--- config.mk ---
export PLATFORM = sky130hd
export DESIGN_NAME = id_operand_stage
export DESIGN_NICKNAME = d
export VERILOG_FILES = /design/src/rtl/rv32i_pkg.sv /design/src/rtl/rv32i_imm_gen.sv /design/src/rtl/id_operand_stage.sv
export SDC_FILE = /design/constraint.sdc
export NUM_CORES = 1
export LEC_CHECK = 0
export ABC_AREA = 1
export BUFFER_PORTS_ARGS = -buffer_cell sky130_fd_sc_hd__buf_4
export CAP_MARGIN = 0
export CORE_AREA = 2 2 126 128
export DETAILED_ROUTE_END_ITERATION = 16
export DIE_AREA = 0 0 128 130
export MAX_ROUTING_LAYER = met4
export PLACE_DENSITY = 0.64
export SKIP_CTS_REPAIR_TIMING = 1
export SKIP_LAST_GASP = 1
export SLEW_MARGIN = 10
export SYNTH_ARGS = -nofsm -noshare
export SYNTH_HDL_FRONTEND = slang
export SYNTH_SLANG_ARGS = --single-unit
--- constraint.sdc ---
create_clock -name clk -period 2.5 [get_ports clk]
set_clock_uncertainty 0.05 [all_clocks]
set_input_delay 0.125 -clock clk [delete_from_list [all_inputs] [get_ports clk]]
set_output_delay 0.125 -clock clk [all_outputs]
set_load 0.005 [all_outputs]
--- src/rtl/rv32i_pkg.sv ---
// rtl/rv32i_pkg.sv - RV32I opcodes, opcode classes and immediate-type codes shared by decode.
package rv32i_pkg;

  localparam logic [6:0] OPC_LUI    = 7'b0110111;
  localparam logic [6:0] OPC_AUIPC  = 7'b0010111;
  localparam logic [6:0] OPC_JAL    = 7'b1101111;
  localparam logic [6:0] OPC_JALR   = 7'b1100111;
  localparam logic [6:0] OPC_BRANCH = 7'b1100011;
  localparam logic [6:0] OPC_LOAD   = 7'b0000011;
  localparam logic [6:0] OPC_STORE  = 7'b0100011;
  localparam logic [6:0] OPC_OPIMM  = 7'b0010011;
  localparam logic [6:0] OPC_OP     = 7'b0110011;
  localparam logic [6:0] OPC_FENCE  = 7'b0001111;
  localparam logic [6:0] OPC_SYSTEM = 7'b1110011;

  typedef logic [3:0] opclass_t;

  localparam opclass_t CLS_LUI     = 4'd0;
  localparam opclass_t CLS_AUIPC   = 4'd1;
  localparam opclass_t CLS_JAL     = 4'd2;
  localparam opclass_t CLS_JALR    = 4'd3;
  localparam opclass_t CLS_BRANCH  = 4'd4;
  localparam opclass_t CLS_LOAD    = 4'd5;
  localparam opclass_t CLS_STORE   = 4'd6;
  localparam opclass_t CLS_OPIMM   = 4'd7;
  localparam opclass_t CLS_OP      = 4'd8;
  localparam opclass_t CLS_FENCE   = 4'd9;
  localparam opclass_t CLS_SYSTEM  = 4'd10;
  localparam opclass_t CLS_ILLEGAL = 4'd15;

  typedef logic [2:0] imm_type_t;

  localparam imm_type_t IMM_NONE = 3'd0;
  localparam imm_type_t IMM_I    = 3'd1;
  localparam imm_type_t IMM_S    = 3'd2;
  localparam imm_type_t IMM_B    = 3'd3;
  localparam imm_type_t IMM_U    = 3'd4;
  localparam imm_type_t IMM_J    = 3'd5;

  // Opcodes with instr[1:0] != 2'b11 never match a listed opcode, so they land on ILLEGAL too.
  function automatic opclass_t opcode_class(input logic [6:0] opc);
    opclass_t cls;
    case (opc)
      OPC_LUI:    cls = CLS_LUI;
      OPC_AUIPC:  cls = CLS_AUIPC;
      OPC_JAL:    cls = CLS_JAL;
      OPC_JALR:   cls = CLS_JALR;
      OPC_BRANCH: cls = CLS_BRANCH;
      OPC_LOAD:   cls = CLS_LOAD;
      OPC_STORE:  cls = CLS_STORE;
      OPC_OPIMM:  cls = CLS_OPIMM;
      OPC_OP:     cls = CLS_OP;
      OPC_FENCE:  cls = CLS_FENCE;
      OPC_SYSTEM: cls = CLS_SYSTEM;
      default:    cls = CLS_ILLEGAL;
    endcase
    return cls;
  endfunction

endpackage

--- src/rtl/rv32i_imm_gen.sv ---
// rtl/rv32i_imm_gen.sv - combinational RV32I immediate extraction, sign-extended from instr[31].
module rv32i_imm_gen
  import rv32i_pkg::*;
(
  input  logic [31:0] instr,
  output logic [31:0] imm,
  output imm_type_t   imm_type
);

  always_comb begin
    case (instr[6:0])
      OPC_LOAD, OPC_OPIMM, OPC_JALR, OPC_SYSTEM: imm_type = IMM_I;
      OPC_STORE:                                 imm_type = IMM_S;
      OPC_BRANCH:                                imm_type = IMM_B;
      OPC_LUI, OPC_AUIPC:                        imm_type = IMM_U;
      OPC_JAL:                                   imm_type = IMM_J;
      default:                                   imm_type = IMM_NONE;
    endcase
  end

  always_comb begin
    case (imm_type)
      IMM_I:   imm = {{20{instr[31]}}, instr[31:20]};
      IMM_S:   imm = {{20{instr[31]}}, instr[31:25], instr[11:7]};
      IMM_B:   imm = {{19{instr[31]}}, instr[31], instr[7], instr[30:25], instr[11:8], 1'b0};
      IMM_U:   imm = {instr[31:12], 12'b0};
      IMM_J:   imm = {{11{instr[31]}}, instr[31], instr[19:12], instr[20], instr[30:21], 1'b0};
      default: imm = '0;
    endcase
  end

endmodule

--- src/rtl/id_operand_stage.sv ---
// rtl/id_operand_stage.sv - RV32I decode/operand-fetch stage with valid/ready handshake.
// ID_WB_BYPASS_EN adds same-edge writeback forwarding onto the registered operands.
module id_operand_stage
  import rv32i_pkg::*;
#(
  parameter int XLEN = 32,
  parameter int RA_W = 5
) (
  input  logic            clk,
  input  logic            reset,
  input  logic            flush,
  input  logic            in_valid,
  output logic            in_ready,
  input  logic [31:0]     in_instr,
  input  logic [XLEN-1:0] in_pc,
  output logic [RA_W-1:0] rf_rs1,
  output logic [RA_W-1:0] rf_rs2,
  input  logic [XLEN-1:0] rf_a,
  input  logic [XLEN-1:0] rf_b,
  input  logic            wb_en,
  input  logic [RA_W-1:0] wb_rd,
  input  logic [XLEN-1:0] wb_data,
  output logic            out_valid,
  input  logic            out_ready,
  output logic [XLEN-1:0] out_pc,
  output logic [XLEN-1:0] out_rs1_val,
  output logic [XLEN-1:0] out_rs2_val,
  output logic [XLEN-1:0] out_imm,
  output logic [RA_W-1:0] out_rd,
  output logic [3:0]      out_opclass,
  output logic [2:0]      out_funct3,
  output logic            out_funct7b5,
  output logic            out_illegal
);

  localparam logic [0:0] EMPTY = 1'b0;
  localparam logic [0:0] FULL  = 1'b1;

  logic [0:0]      state;
  logic            accept;
  logic [RA_W-1:0] rs1_q;
  logic [RA_W-1:0] rs2_q;
  logic [31:0]     dec_imm;
  imm_type_t       dec_imm_type;
  opclass_t        dec_class;
  logic            dec_illegal;
  logic            unused_imm_type;

  assign out_valid = (state == FULL);
  assign in_ready  = !out_valid || out_ready;
  assign accept    = in_valid && in_ready;

  // Steering the read port to the incoming word lets the registered read land with the instruction.
  assign rf_rs1 = accept ? in_instr[19:15] : rs1_q;
  assign rf_rs2 = accept ? in_instr[24:20] : rs2_q;

  rv32i_imm_gen u_imm_gen (
    .instr    (in_instr),
    .imm      (dec_imm),
    .imm_type (dec_imm_type)
  );

  assign unused_imm_type = ^dec_imm_type;

  always_comb begin
    dec_class   = opcode_class(in_instr[6:0]);
    dec_illegal = (dec_class == CLS_ILLEGAL);
    if (dec_class == CLS_OP && in_instr[31:25] != 7'h00 && in_instr[31:25] != 7'h20) begin
      dec_illegal = 1'b1;
    end
    if (dec_class == CLS_OP && in_instr[31:25] == 7'h20 &&
        in_instr[14:12] != 3'b000 && in_instr[14:12] != 3'b101) begin
      dec_illegal = 1'b1;
    end
    if (dec_illegal) begin
      dec_class = CLS_ILLEGAL;
    end
  end

  always_ff @(posedge clk) begin
    if (reset) begin
      state        <= EMPTY;
      rs1_q        <= '0;
      rs2_q        <= '0;
      out_pc       <= '0;
      out_imm      <= '0;
      out_rd       <= '0;
      out_opclass  <= '0;
      out_funct3   <= '0;
      out_funct7b5 <= 1'b0;
      out_illegal  <= 1'b0;
    end else begin
      if (flush) begin
        state <= EMPTY;
      end else if (accept) begin
        state <= FULL;
      end else if (state == FULL && out_ready) begin
        state <= EMPTY;
      end
      if (accept && !flush) begin
        rs1_q        <= in_instr[19:15];
        rs2_q        <= in_instr[24:20];
        out_pc       <= in_pc;
        out_imm      <= dec_imm;
        out_rd       <= in_instr[11:7];
        out_opclass  <= dec_class;
        out_funct3   <= in_instr[14:12];
        out_funct7b5 <= in_instr[30];
        out_illegal  <= dec_illegal;
      end
    end
  end

`ifdef ID_WB_BYPASS_EN
  logic            byp1;
  logic            byp2;
  logic [XLEN-1:0] byp1_data;
  logic [XLEN-1:0] byp2_data;

  // The register file reads the old value on a same-edge write; remember the write instead.
  always_ff @(posedge clk) begin
    if (reset) begin
      byp1      <= 1'b0;
      byp2      <= 1'b0;
      byp1_data <= '0;
      byp2_data <= '0;
    end else begin
      byp1      <= wb_en && (wb_rd == rf_rs1) && (rf_rs1 != '0);
      byp2      <= wb_en && (wb_rd == rf_rs2) && (rf_rs2 != '0);
      byp1_data <= wb_data;
      byp2_data <= wb_data;
    end
  end

  assign out_rs1_val = (rs1_q == '0) ? '0 : (byp1 ? byp1_data : rf_a);
  assign out_rs2_val = (rs2_q == '0) ? '0 : (byp2 ? byp2_data : rf_b);
`else
  logic unused_wb;

  assign unused_wb   = ^{wb_en, wb_rd, wb_data};
  assign out_rs1_val = (rs1_q == '0) ? '0 : rf_a;
  assign out_rs2_val = (rs2_q == '0) ? '0 : rf_b;
`endif

endmodule

# After elaboration in Yosys (flattened, before gate mapping)
# Cells that the tools add are included.
# totals
word_cells	62
in_bits	171
regBits	89
out_inout_bits	154
# classes
reduce_logical	19
eq_ne	21
mux	12
# ops
cell	count
$pmux 32 s5	1
$mux 32	2
$pmux 4 s11	1
$eq 7x6->1 const B	4
$eq 7x7->1 const B	4
$pmux 3 s5	1
$eq 7x5->1 const B	2
$logic_not 5->1	2
$mux 5	2
$eq 4x4->1 const B	2
$logic_and 1x1->1	8
$eq 7x2->1 const B	1
$eq 7x4->1 const B	1
$ne 7x6->1 const B	1
$reduce_bool 7->1	1
$eq 3x2->1 const B	2
$eq 3x3->1 const B	2
$mux 1	4
$mux 4	1
$reduce_or 2->1	2
$reduce_or 4->1	1
$eq 3x1->1 const B	1
$ne 3x3->1 const B	1
$reduce_bool 3->1	1
other kinds (3)	4

# Depth between registers and ports, before layout
# Gate-level depths: netlist (run 1).
# logic_depth
ltp_word	8
mapped_depth	11
depth_no_buf	10

# Cells and area by module
# A second synthesis (run 1) with hierarchy kept.
# hier_totals
cells_unflattened	804
hier_area_um2	4926.0
# by_module_without_submodules
module	area_per_inst_um2	n_inst	seq_area_each_um2	cells_each
id_operand_stage	4043.9	1	1781.7	617
rv32i_imm_gen	882.1	1	0.0	187

# Worst setup path after synthesis (run 1)
# OpenSTA, ideal clock, no wires.
# synth_timing
kind	flip-flop to flip-flop
startpoint	register state, in the netlist out_valid
endpoint	register out_pc[29]
path_stages_with_launch	9
path_buffers	2
arrival_time_ps	1216
setup_ps	116
required_ps	2334
slack_ps	1118
period_less_slack_ps	1382
path_cell_list	dfxtp_1 > nand2_1 > nand2_1 > nor2_4 > inv_2 > buf_2 > buf_2 > nor2_1 > nor2_1
# synth_via
elab_chain_cells	4
# synth_rtl
item	line	rtl
from (decl)	id_operand_stage.sv:39	logic [0:0] state;
from (signal assigned)	id_operand_stage.sv:82	state <= EMPTY;
from (signal assigned)	id_operand_stage.sv:94	state <= EMPTY;
from (signal assigned)	id_operand_stage.sv:96	state <= FULL;
$logic_not 1->1	id_operand_stage.sv:50	assign in_ready = !out_valid || out_ready;
$logic_or 1x1->1	id_operand_stage.sv:50	
named net in_ready	id_operand_stage.sv:13	output logic in_ready,
$logic_and 1x1->1	id_operand_stage.sv:51	assign accept = in_valid && in_ready;
$logic_and 1x1->1	id_operand_stage.sv:100	if (accept && !flush) begin
to (signal assigned)	id_operand_stage.sv:103	out_pc <= in_pc;
to (decl)	id_operand_stage.sv:25	output logic [XLEN-1:0] out_pc,
# The timed path passes the listed nets, and every way through them passes these cells.
# A chain may end at the register's enable or synchronous reset.

# Worst setup path in the final report (run 1)
# layout_timing
startpoint	register state, in the netlist out_valid
endpoint	register out_imm[18]
# layout_via
elab_chain_cells	4
# layout_rtl
item	line	rtl
$logic_not 1->1	id_operand_stage.sv:50	
$logic_or 1x1->1	id_operand_stage.sv:50	
$logic_and 1x1->1	id_operand_stage.sv:51	
$logic_and 1x1->1	id_operand_stage.sv:100	
to (signal assigned)	id_operand_stage.sv:104	out_imm <= dec_imm;
to (decl)	id_operand_stage.sv:28	output logic [XLEN-1:0] out_imm,
# Every way passes these cells.

==> results of run 1 <==
[cell families after synthesis]
family / synth area share
DFF: 0.376
AOI/OAI and AO/OA: 0.143
and+or+nand+nor: 0.343
buffers and inverters: 0.138
[flip-flops by register name, summed over array words and instances (netlist names)]
name / count
out_imm: 32
out_pc: 32
out_rd: 5
rs1_q: 5
rs2_q: 5
out_opclass: 4
out_funct3: 3
out_funct7b5: 1
out_illegal: 1
out_valid: 1
[power by group through the flow]
stage	Clock (uW)	Combinational (uW)	Sequential, uW
2_1_floorplan	0	335	1550
3_5_place_dp	0	878	1540
4_1_cts	1340	879	1510
3_3_place_gp	0	874	1540
5_1_grt	1410	1020	1520
6_report	1310	917	1520
[routing by layer]
| layer | global-route usage | up-vias |
|---|---|---|
| li1 | - | 2931 |
| met1 | 0.290 | 2514 |
| met2 | 0.285 | 193 |
| met3 | 0.0426 | 15 |
| met4 | 0.0653 | 0 |
| met5 | - | - |
[final cells by class]
type                            instances  area, sq um
Clock inverter                          5         37.5
Clock buffer                           11          243
Sequential cell                        89         1780
Inverter                              107          404
Multi-Input combinational cell        530         2300
Tap cell                              192          240
Timing Repair Buffer                  330         2590
Fill cell                            1601         7830
[path summary, 6_finish.rpt]
kind | to | slack [ns] | cells past startpoint
max | out_imm[18]$_SDFFE_PP0P_ | 0.75 | 7
min | out_pc[11]$_SDFFE_PP0P_ | -0.04 | 3
max reg2reg | out_imm[18]$_SDFFE_PP0P_ | 0.75 | 7
min reg2reg | out_imm[0]$_SDFFE_PP0P_ | 0.41 | 2
[critical path, stage by stage (launching register included)]
cell	delay, ns
dfxtp_1	0.32
nand2_1	0.08
nand2_1	0.13
nor2_4	0.06
inv_2	0.30
buf_4	0.45
nand2_1	0.13
a21oi_2	0.15
[metrics by stage]
step	cell area (sq um)	setup slack, ns	hold WS (ns)	std cells	util
2_1_floorplan	4730	1.12	0.153	770	-
3_3_place_gp	6970	0.729	0.275	1213	0.452
3_5_place_dp	6970	0.756	0.278	1213	0.452
4_1_cts	7250	0.724	-0.102	1229	0.470
5_1_grt	7600	0.591	0.00453	1264	0.493
6_report	7600	0.755	-0.0420	1264	0.493
[cells in the final DEF, fill, tap and decap left out, types with 4 or more instances in the layout]
cell type	n
buf_4	293
nand2_1	220
nor2_1	132
inv_1	100
dfxtp_1	89
o21ai_0	73
a21oi_1	51
dlygate4sd3_1	35
nand3_1	27
clkbuf_16	9
inv_2	6
nor2_2	4
nor2_4	4
nand2_2	4
a21oi_2	4
==> flow_summary.json, run 1 <==
{
  "power_uw": 3740,
  "start_util": 0.307,
  "start_kind": "flop",
  "synth_common_cells": "nand2_1, nor2_1, inv_1",
  "synth_edf_count": 0,
  "finalCritPeriodShare": 0.698,
  "wl_met1_mm": 8.26,
  "cts_num_sinks": 89,
  "yosysSeqAreaShare": 0.376,
  "slew_violations": 0,
  "gp_congestion": 0.874,
  "routedWlPerCell_um": 13.8,
  "synth_nets": 941,
  "rsz0062_at_grt": "no",
  "async_reset_ff_frac": 0,
  "tns_ns": 0,
  "n_antenna_cell": 0,
  "pwr-share-seq": 0.405,
  "routed-wl-met2_mm": 7.70,
  "arrival_ns": 1.98,
  "final_antenna_net_count": 0,
  "vias": 5653,
  "peakVddDrop_uv": 331,
  "io_pins": 325,
  "final.min_clock_period_ns": 1.75,
  "critPathMaxFanout": 39,
  "grt_usage": 0.203,
  "min-delay-start": "in_pc[11]",
  "power_switching_uw": 1070,
  "synthFlopType": "dfxtp_1",
  "crit_start": "out_valid$_SDFFE_PP0P_",
  "cts_buffer_depth": 2,
  "syn_inst": 770,
  "final_nets": 1238,
  "drive_gt1_frac": 0.313,
  "p_int_uw": 2670,
  "dieArea_sq_mm": 0.0166,
  "synth-seq-cells": 89,
  "cts-buffers-inserted": 9,
  "combPwrFrac": 0.245,
  "h-tree-depth": 3,
  "cts_tree": "built",
  "worstPathRequired_ns": 2.73,
  "critPathKind": "reg -> reg",
  "grt_overflow": 0,
  "vias_per_cell": 4.47,
  "switching_share": 0.286,
  "drcViolationCount": 0,
  "yosysTopAreaCell": "dfxtp_1",
  "fmax_ghz": 0.573,
  "core-area_sq_mm": 0.0154,
  "syn_area_per_cell_sq_um": 6.15,
  "status": "finished, violations left",
  "wirelength_mm": 17.4,
  "synth_top_area_share": 0.376,
  "worst_pin_slew_ns": 0.547,
  "clockPowerShare": 0.350,
  "cts_root_buffer": "clkbuf_16",
  "grt_pass1_wl_mm": 25.7,
  "max_slew_margin": 0.634,
  "synthToLayoutAreaGrowth_pct": 60.5,
  "cts.clk_slew.worst_paths_ns": 0.07,
  "failed_checks": "hold timing",
  "clock_latency_ns": 0.35,
  "r2r_start": "out_valid$_SDFFE_PP0P_",
  "power.density_mw_per_mm2": 492,
  "p_leak_uw": 0.00421,
  "die_y_um": 130,
  "portBuffers": 286,
  "setup.worst_path.end_class": "flop",
  "synth_warnings": 0,
  "drtIter0Drc": 334,
  "routed.top_layer": "met4",
  "hold_violations": 4,
  "synthTopCellsByArea": "dfxtp_1, nand2_1, nor2_1",
  "synth.most_common_cell": "nand2_1",
  "row_count": 46,
  "grt_max_degree": 90,
  "die_width_um": 128,
  "antenna_found_initial": 0,
  "first_global_vias": 4906,
  "hp-class": "in -> reg",
  "maxCapViolCount": 0,
  "dr_wl_met3_mm": 1.21,
  "dp_hpwl_mm": 12.7,
  "ys_types": 27,
  "synth.cell_area_sq_mm": 0.00473,
  "timing.hold.ws_ns": -0.0420,
  "drt-pass1-iter-count": 7,
  "finalSetupViolCount": 0
}
No activity file was read; power rests on OpenSTA's default activity.
==> run 2: changes to the inputs <==
- ABC_AREA: 1 -> 0
- PLACE_DENSITY: 0.64 -> 0.6
- clock period: 2.5 -> 1.7 ns (I/O delays scaled with it)
==> run 2 against run 1 <==
  * The run ends with hold timing, setup timing left
  * Cell area is 3.5% higher
  * Worst setup slack lost 1.0 ns
  * Synthesized cell count fell by 32%
  * Core utilization grew 1.7 points
  * Critical path depth down 2
  * Die area stayed put
  * Total power increased by 52%
  * Worst hold slack worse by 0.0019 ns
  * Combinational power is 65% higher
  * Routed wire length up 1.2%
  * Critical endpoint is now out_rs1_val[27]
  * Highest routed layer unchanged
==> flow_summary.json, run 2 <==
{
  "critPathKind": "reg -> out",
  "critical_path.max_stage_delay_ns": 0.54,
  "synth.most_common_cell": "nand2_1",
  "arrival_ns": 1.82,
  "synth_edf_count": 0,
  "final_nets": 1046,
  "setup_ws_ns": -0.258,
  "grt_overflow": 0,
  "slew_violations": 0,
  "whs_endpoint": "out_imm[7]$_SDFFE_PP0P_",
  "cts_buffer_depth": 2,
  "antenna_found_initial": 0,
  "routedWlPerCell_um": 16.4,
  "yosysTopAreaCell": "dfxtp_1",
  "synth_nets": 696,
  "r2r_start": "out_valid$_SDFFE_PP0P_",
  "start_kind": "flop",
  "syn_inst": 525,
  "row_count": 46,
  "crit_family": "simple AND/OR/NAND/NOR gates",
  "vias_per_cell": 4.74,
  "cts.clk_slew.worst_paths_ns": 0.06,
  "top_regs": "out_imm x32, out_pc x32",
  "start_util": 0.272,
  "fmax_ghz": 0.511,
  "rr_worst_depth": 8,
  "vias": 5072,
  "reg2reg_slack_ns": 0.13,
  "maxCapViolCount": 0,
  "cts-buffers-inserted": 9,
  "hold_violations": 4,
  "max_slew_margin": 0.319,
  "cts_num_sinks": 89,
  "grt_max_degree": 58,
  "rsz0062_at_grt": "yes",
  "path_buf_inv": 2,
  "finalCritPeriodShare": 1.15,
  "yosysSeqAreaShare": 0.425,
  "layout_common_cells": "buf_4, nand2_1, dfxtp_1, a21oi_1, nor2b_1",
  "peakVddDrop_uv": 416,
  "grt_pass1_wl_mm": 23.6,
  "cp_cell_sequence": "or4_4 > nor2_4 > clkbuf_16 > nor2b_1 > buf_4",
  "finalSetupViolCount": 64,
  "syn_area_per_cell_sq_um": 7.99,
  "synthToLayoutAreaGrowth_pct": 87.4,
  "h-tree-depth": 3,
  "drcViolationCount": 0,
  "grt_usage": 0.188,
  "worstPathRequired_ns": 1.56,
  "wirelength_mm": 17.6,
  "synth_top_area_share": 0.425,
  "ys_types": 51,
  "die_y_um": 130,
  "cts_tree": "built",
  "io_pins": 325,
  "r2r_end": "out_imm[14]$_SDFFE_PP0P_",
  "hp-class": "in -> reg",
  "cts_root_buffer": "clkbuf_16",
  "die_width_um": 128,
  "gp_congestion": 0.818,
  "cp_slowest_cell": "or4_4",
  "p_leak_uw": 0.00359,
  "synth_warnings": 0,
  "min_path_cells": 3,
  "clock_latency_ns": 0.34,
  "drt-pass1-iter-count": 5,
  "status": "finished, violations left",
  "failed_checks": "hold timing, setup timing",
  "power.density_mw_per_mm2": 721,
  "core-area_sq_mm": 0.0154,
  "drive_gt1_frac": 0.436,
  "final_antenna_net_count": 0,
  "synth.cell_area_sq_mm": 0.00419,
  "n_antenna_cell": 0,
  "placed_cell_area_sq_mm": 0.00673,
  "dp_hpwl_mm": 12.4,
  "synthFlopType": "dfxtp_1",
  "synthTopCellsByArea": "dfxtp_1, nand2_1, nor2b_1",
  "setup.worst_path.end_class": "output pin",
  "timing.hold.ws_ns": -0.0439,
  "dieArea_sq_mm": 0.0166,
  "worst_pin_slew_ns": 1.01,
  "final.min_clock_period_ns": 1.96,
  "drtIter0Drc": 206,
  "min-delay-start": "in_instr[27]",
  "async_reset_ff_frac": 0,
  "synth-seq-cells": 89,
  "mostFrequentLayoutCell": "buf_4",
  "first_global_vias": 4230,
  "utilization": 0.510,
  "synth_common_cells": "nand2_1, dfxtp_1, nor2b_1",
  "stdcell_area_sq_mm": 0.00786,
  "critPathMaxFanout": 16,
  "portBuffers": 286
}
## run 2: cell types whose count changed in the layout (fill, tap and decap cells not counted), moves of 9 or more
cell	delta
a22o_1	+13
a31oi_1	+10
a21o_1	+10
nand2_1	-95
nor2_1	-119
buf_6	+12
nor2b_4	+11
buf_4	+9
inv_1	-95
nand3_1	-25
nor2b_1	+55
o21ai_0	-65
dlygate4sd3_1	+20
## run 2: cell type report
cell class              count  area (sq um)
clock buffers              12           267
clock inverters             3          23.8
fillers                  1484          7560
inverters                   5          18.8
multi-input cells         391          2360
flip-flops and latches     89          1790
well taps                 192           240
repair buffers            379          3170
## run 2: tightest hold or removal path: cells and delay by family
family | cells | cell delay (ns)
and+or+nand+nor | 1 | 0.08
buffers and inverters | 1 | 0.09
AOI/OAI and AO/OA | 1 | 0.06
## run 2: per-stage QoR
step / power [uW] / setup slack, ns / hold WS (ns) / setup TNS, ns / instances
after floorplan: 2700 / 0.169 / 0.108 / 0 / 525
after global routing: 5910 / -0.307 / 0.00487 / -17.48 / 1071
after global placement: 3490 / -0.0375 / 0.258 / -0.0597 / 996
final: 5670 / -0.258 / -0.0439 / -13.60 / 1071
after detailed placement: 3490 / -0.0508 / 0.256 / -0.516 / 996
after CTS: 5460 / -0.272 / -0.118 / -16.13 / 1011
## run 2: kinds of logic after synthesis
group                     share of synthesized area
buffers and inverters                        0.0453
xor gates and xnor gates                    0.00418
DFF                                           0.425
and+or+nand+nor                               0.297
AOI/OAI and AO/OA                             0.203
muxes                                        0.0266
## run 2: worst max path at each step
stage	from	end	slack, ns	depth (start not counted)
after floorplan	out_valid$_SDFFE_PP0P_	out_opclass[0]$_SDFFE_PP0P_	0.17	6
after global placement	in_instr[25]	out_opclass[2]$_SDFFE_PP0P_	-0.04	6
after detailed placement	in_instr[25]	out_opclass[1]$_SDFFE_PP0P_	-0.05	6
after CTS	rs2_q[0]$_SDFFE_PP0P_	out_rs2_val[14]	-0.27	5
after global routing	rs1_q[3]$_SDFFE_PP0P_	out_rs1_val[27]	-0.31	5
final	rs1_q[3]$_SDFFE_PP0P_	out_rs1_val[27]	-0.26	5
## run 2: power by group
group	internal (uW)	switching, uW
sequential	2150	39.8
combinational	870	637
clock	1110	855
total	4130	1530
## run 2: per-layer routing
metal	vias to the layer above	share of wire	wire length, um	GRT usage
met3	14	0.061	1080	0.0353
met1	2358	0.43	7660	0.248
met4	0	0.012	203	0.0549
li1	2495	-	-	-
met5	-	0	0	-
met2	205	0.49	8680	0.297
